File: config.mk
export PLATFORM = sky130hd
export DESIGN_NAME = cr_huf_comp_sm_fifo_sched
export DESIGN_NICKNAME = d
export VERILOG_FILES = /design/src/rtl/cr_huf_comp_sm_fifo_sched.sv
export SDC_FILE = /design/constraint.sdc
export NUM_CORES = 1
export LEC_CHECK = 0
export ABC_AREA = 1
export ABC_CLOCK_PERIOD_IN_PS = 7150
export BUFFER_PORTS_ARGS = -buffer_cell sky130_fd_sc_hd__buf_4
export CORE_AREA = 4 4 164 166
export CTS_CLUSTER_SIZE = 12
export DETAILED_ROUTE_END_ITERATION = 10
export DIE_AREA = 0 0 168 170
export PLACE_DENSITY = 0.43
export SETUP_SLACK_MARGIN = 0.2
export SKIP_LAST_GASP = 1
export SYNTH_ARGS = -nofsm -noshare
export SYNTH_HDL_FRONTEND = slang
export SYNTH_SLANG_ARGS = --single-unit
File: constraint.sdc
create_clock -name clk -period 7.15 [get_ports clk]
set_input_delay 0.715 -clock clk [delete_from_list [all_inputs] [get_ports clk]]
set_output_delay 0.715 -clock clk [all_outputs]
set_load 0.02 [all_outputs]
File: src/rtl/cr_huf_comp_sm_fifo_sched.sv
// Write scheduler for a small shared FIFO.
// N_REQ requesters compete round-robin for one FIFO write port. Each requester
// is capped at SRC_LIMIT resident entries, and the head of the FIFO is
// presented downstream with its source tag. A flush takes one CLR cycle that
// clears the FIFO and every occupancy count, then pulses flush_done.
module cr_huf_comp_sm_fifo_sched #(
    parameter int N_REQ     = 4,
    parameter int WIDTH     = 55,
    parameter int DEPTH     = 6,
    parameter int SRC_LIMIT = 3,
    localparam int TAGW     = (N_REQ > 1) ? $clog2(N_REQ) : 1,
    localparam int CW       = $clog2(DEPTH + 1)
) (
    input  logic                      clk,
    input  logic                      rst,
    input  logic [N_REQ-1:0]          req_valid,
    input  logic [N_REQ*WIDTH-1:0]    req_data,
    output logic [N_REQ-1:0]          req_ready,
    output logic                      fifo_wen,
    output logic [TAGW+WIDTH-1:0]     fifo_wdata,
    output logic                      fifo_ren,
    output logic                      fifo_clear,
    input  logic                      fifo_full,
    input  logic                      fifo_empty,
    input  logic                      fifo_underflow,
    input  logic                      fifo_overflow,
    input  logic [TAGW+WIDTH-1:0]     fifo_rdata,
    output logic                      out_valid,
    input  logic                      out_ready,
    output logic [WIDTH-1:0]          out_data,
    output logic [TAGW-1:0]           out_src,
    input  logic                      flush,
    output logic                      flush_done,
    output logic                      err,
    output logic [N_REQ*CW-1:0]       src_cnt
);

    typedef enum logic {
        ST_RUN = 1'b0,
        ST_CLR = 1'b1
    } state_t;

    state_t            r_state;
    logic [TAGW-1:0]   r_rr_ptr;
    logic              r_err;
    logic              r_flush_done;
    logic [CW-1:0]     r_src_cnt [N_REQ];

    logic              w_active;
    logic [N_REQ-1:0]  w_eligible;
    logic [WIDTH-1:0]  w_req_data [N_REQ];
    logic              w_any_grant;
    logic [TAGW-1:0]   w_grant_idx;
    logic [TAGW-1:0]   w_scan_idx;
    logic [N_REQ-1:0]  w_grant;
    logic [TAGW-1:0]   w_rr_next;

    // Grants and reads happen only in RUN, outside reset, and not while a
    // flush is being requested (the flush cycle must not move data).
    assign w_active = (r_state == ST_RUN) && !rst && !flush;

    for (genvar gi = 0; gi < N_REQ; gi++) begin : g_req
        assign w_req_data[gi] = req_data[gi*WIDTH +: WIDTH];
        assign w_eligible[gi] = w_active && req_valid[gi] && !fifo_full &&
                                (r_src_cnt[gi] < CW'(SRC_LIMIT));
        assign w_grant[gi]    = w_any_grant && (w_grant_idx == TAGW'(gi));
    end

    // Round-robin search: first eligible requester at or above rr_ptr, wrapping.
    always_comb begin
        w_any_grant = 1'b0;
        w_grant_idx = '0;
        w_scan_idx  = '0;
        for (int k = 0; k < N_REQ; k++) begin
            w_scan_idx = TAGW'((int'(r_rr_ptr) + k) % N_REQ);
            if (!w_any_grant && w_eligible[w_scan_idx]) begin
                w_any_grant = 1'b1;
                w_grant_idx = w_scan_idx;
            end
        end
    end

    assign w_rr_next  = (w_grant_idx == TAGW'(N_REQ - 1)) ? '0 : w_grant_idx + TAGW'(1);

    assign req_ready  = w_grant;
    assign fifo_wen   = w_any_grant;
    assign fifo_wdata = {w_grant_idx, w_req_data[w_grant_idx]};

    assign out_valid  = w_active && !fifo_empty;
    assign out_data   = fifo_rdata[WIDTH-1:0];
    assign out_src    = fifo_rdata[TAGW+WIDTH-1:WIDTH];
    assign fifo_ren   = out_valid && out_ready;
    assign fifo_clear = (r_state == ST_CLR) && !rst;

    assign flush_done = r_flush_done;
    assign err        = r_err;

    // Per-requester occupancy: +1 on a write tagged i, -1 on a read of tag i.
    for (genvar gi = 0; gi < N_REQ; gi++) begin : g_cnt
        logic w_inc;
        logic w_dec;
        assign w_inc = fifo_wen && (w_grant_idx == TAGW'(gi));
        assign w_dec = fifo_ren && (out_src == TAGW'(gi));
        assign src_cnt[gi*CW +: CW] = r_src_cnt[gi];

        // Track entries resident in the FIFO for this requester; zeroed by CLR.
        always_ff @(posedge clk) begin
            if (rst || r_state == ST_CLR) begin
                r_src_cnt[gi] <= '0;
            end else if (w_inc && !w_dec) begin
                r_src_cnt[gi] <= r_src_cnt[gi] + CW'(1);
            end else if (w_dec && !w_inc) begin
                r_src_cnt[gi] <= r_src_cnt[gi] - CW'(1);
            end
        end
    end

    // Control FSM with round-robin pointer, sticky error and flush_done pulse.
    always_ff @(posedge clk) begin
        if (rst) begin
            r_state      <= ST_RUN;
            r_rr_ptr     <= '0;
            r_err        <= 1'b0;
            r_flush_done <= 1'b0;
        end else begin
            r_flush_done <= (r_state == ST_CLR);
            case (r_state)
                ST_RUN: begin
                    if (flush) begin
                        r_state <= ST_CLR;
                    end
                    if (w_any_grant) begin
                        r_rr_ptr <= w_rr_next;
                    end
                    if (fifo_overflow || fifo_underflow) begin
                        r_err <= 1'b1;
                    end
                end
                ST_CLR: begin
                    r_state <= ST_RUN;
                    r_err   <= 1'b0;
                end
                default: r_state <= ST_RUN;
            endcase
        end
    end

endmodule

==> impl_metrics.ini <==
[power_and_ir_drop]
vdd_ir_drop_max_mv = 0.259
leakagePower_uw = 0.00399
power_per_cell_area_nw_per_um2 = 584

[yosys]
synth_mux_area_share_pct = 0
syn_area_um2 = 4590
synth_simple_gate_area_share_pct = 49.6
ys_seq_area_share_pct = 10.0
dominant_combinational_cell_family_by_area_after_synthesis = simple AND/OR/NAND/NOR gates
synth_nets = 1148
ys_warn_count = 0
synthXorXnorAreaFrac_pct = 1.53
yosys.cell_types.count = 26
adder_cell_fraction_of_synth_area_pct = 3.16
synth-seq-cells = 17
syn_inst = 848
post_synth.cell_area_avg_um2 = 5.41
synth_compound_gate_area_share_pct = 2.59

[final_layout]
drive_above_1_share_pct = 31.1
post-route-cell-area_um2 = 6740
finish.net_count = 1361
antenna-diode-count = 0
flow.area_growth_from_synthesis_pct = 47.0

[global_route]
antenna_violations_before_repair = 0
grt.total_usage_pct = 13.3
grt_pass1_wl_mm = 31.2
global_route.overflow_total = 0
grt_max_degree = 90
number_of_global_route_vias_before_repair = 5577

[clock_network]
cts_setup_buffers = 0
cts_buffer_depth = 2
clk_pin_slew_ps = 50
clock-root-buffer = clkbuf_16
post_cts_resize_count = 0
cts.hold.buffers_added = 0
htree_levels = 1
tritoncts_clock_tree = yes
cts_sinks = 17
clock_latency_ps = 250
cts_buffers = 3

[timing]
clock_skew_ps = 0.660
final_period_minus_worst_setup_slack_ps = 4580
maxSlewHeadroom_pct = 33.6
setup_viol = 0
worst-slew-pin-transition_ps = 996
timing.fmax_mhz = 218
setup_tns_ps = 0
report.final.hold_viol_count = 0
maxSlewViolCount = 0
final_min_period_over_clock_period_pct = 64.1
unrepaired_setup_endpoints_after_global_routing = no

[worst_setup_path]
critPathCaptureType = primary output
crit_path_start_kind = input pin
worst_ep_required_time_ps = 6430
setup.worst_path.class = input pin to primary output
timing.critical_path.fanout_max = 66
arrival_ps = 3870

[flow_run]
maxCapViolCount = 0

[worst_hold_path]
worst_hold_path_type = flip-flop to flip-flop

[floorplanning]
dieHeight_um = 170
total_die_area_um2 = 28600
top_level_pins = 425
fp-row-count = 59
floorplan.core_area_um2 = 25600
start_util_pct = 17.9
die_width_um = 168

[drt]
post-route-drc-count = 0
1st_iter_drt_viols = 305
num_vias = 5816
post_detailed_routing_wire_length_mm = 20.8
detail-route-antenna-nets = 0
drtPass1Iterations = 4
detail_route.vias_per_cell = 4.17
wire_length_per_cell_um = 14.9

[placed_design]
post_dp_cell_area_um2 = 6660
portBuffers = 314
routabilityCongestion = 0.779
detailed_place_hpwl_mm = 16.2

[outcome]
run_status = completed
-- path summary, 6_finish.rpt --
check,depth (start not counted),end,startpoint,slack (ps)
min reg2reg,2,err,err,480
min,2,err,err,480
max,15,fifo_wdata[15],rst,2570
max reg2reg,15,r_src_cnt[2][2],r_src_cnt[0][0],3240
-- worst max-delay path, cell delays in order --
cell and delay [ps]:
buf_4 140, nor2_4 210, nand3_1 140, o21ai_0 180
nand2_1 110, nand2_1 80, nand2_2 100, nand3_1 150
nand3_4 260, nand2_4 650, buf_4 570, nand2_1 90
nand3_1 100, nand2_1 110, buf_4 180
-- per-layer routing --
metal  global-route usage (%)  wire length, um  vias up
met5                        0                0        -
met2                     22.3             9660      244
met4                     3.28              537        0
met3                     3.11             1680       44
met1                     17.2             8890     2566
li1                         -                -     2962
-- final cells by class --
| cell class | count | area (um^2) |
|---|---|---|
| fill | 2980 | 18900 |
| clock buffer | 3 | 75.1 |
| clock inverter | 1 | 5.00 |
| sequential | 17 | 460 |
| inverter | 200 | 751 |
| multi-input combinational | 520 | 2640 |
| timing repair buffer | 319 | 2390 |
| tap | 335 | 419 |
-- kinds of logic (layout without fill, tap and decap cells) --
group	count (synthesis)	after routing
AOI/OAI and AO/OA	22	22
xor gates and xnor gates	8	8
DFF	17	17
and+or+nand+nor	479	479
adders and majority gates	11	11
buffers and inverters	311	523
-- sequential cells by signal (all words and copies together) (netlist names) --
name	cells
r_src_cnt	12
flush_done	1
r_rr_ptr	2
r_state	1
err	1
-- cells in the mapped netlist, drive strengths merged --
cell      n  area share, %
a211oi    1           0.16
a21oi     5           0.55
buf     108             16
clkbuf    3           0.27
dfxtp     5            2.2
edfxtp   12            7.9
fa        1           0.44
ha       10            2.7
inv     200             16
nand2   204             17
nand3   193             21
nand3b   55            9.0
nand4     3           0.41
nor2     17            1.6
nor3      6           0.65
o21ai    12            1.3
o21bai    1           0.16
o22ai     3           0.41
or2       1           0.14
xnor2     8            1.5
-- cells in the final DEF (no fill, tap or decap), drive strengths merged --
cell,instances
nand3b,55
clkinv,1
edfxtp,12
ha,10
o22ai,3
a21oi,5
dfxtp,5
a211oi,1
or2,1
nor2,17
nand2,204
fa,1
buf,319
xnor2,8
clkbuf,3
o21bai,1
inv,200
o21ai,12
nor3,6
nand3,193
nand4,3
-- metrics by stage --
stage	util [%]	hold slack (ps)	instances	setup WS, ps	power, uW
2_1_floorplan	-	460	848	3760	2650
3_3_place_gp	26.0	468	1391	2500	3920
3_5_place_dp	26.0	475	1391	2510	3900
4_1_cts	26.3	483	1395	2500	4020
5_1_grt	26.3	511	1395	2120	4350
6_report	26.3	484	1395	2570	3940
-- power by group --
part	switching, uW	internal, uW	leakage [uW]	total [uW]
sequential	50.5	159	0.000171	210
combinational	2340	1270	0.00378	3610
clock	39.6	74.9	0.0000409	115
total	2440	1500	0.00399	3940
Power figures use the tool's default switching activity.
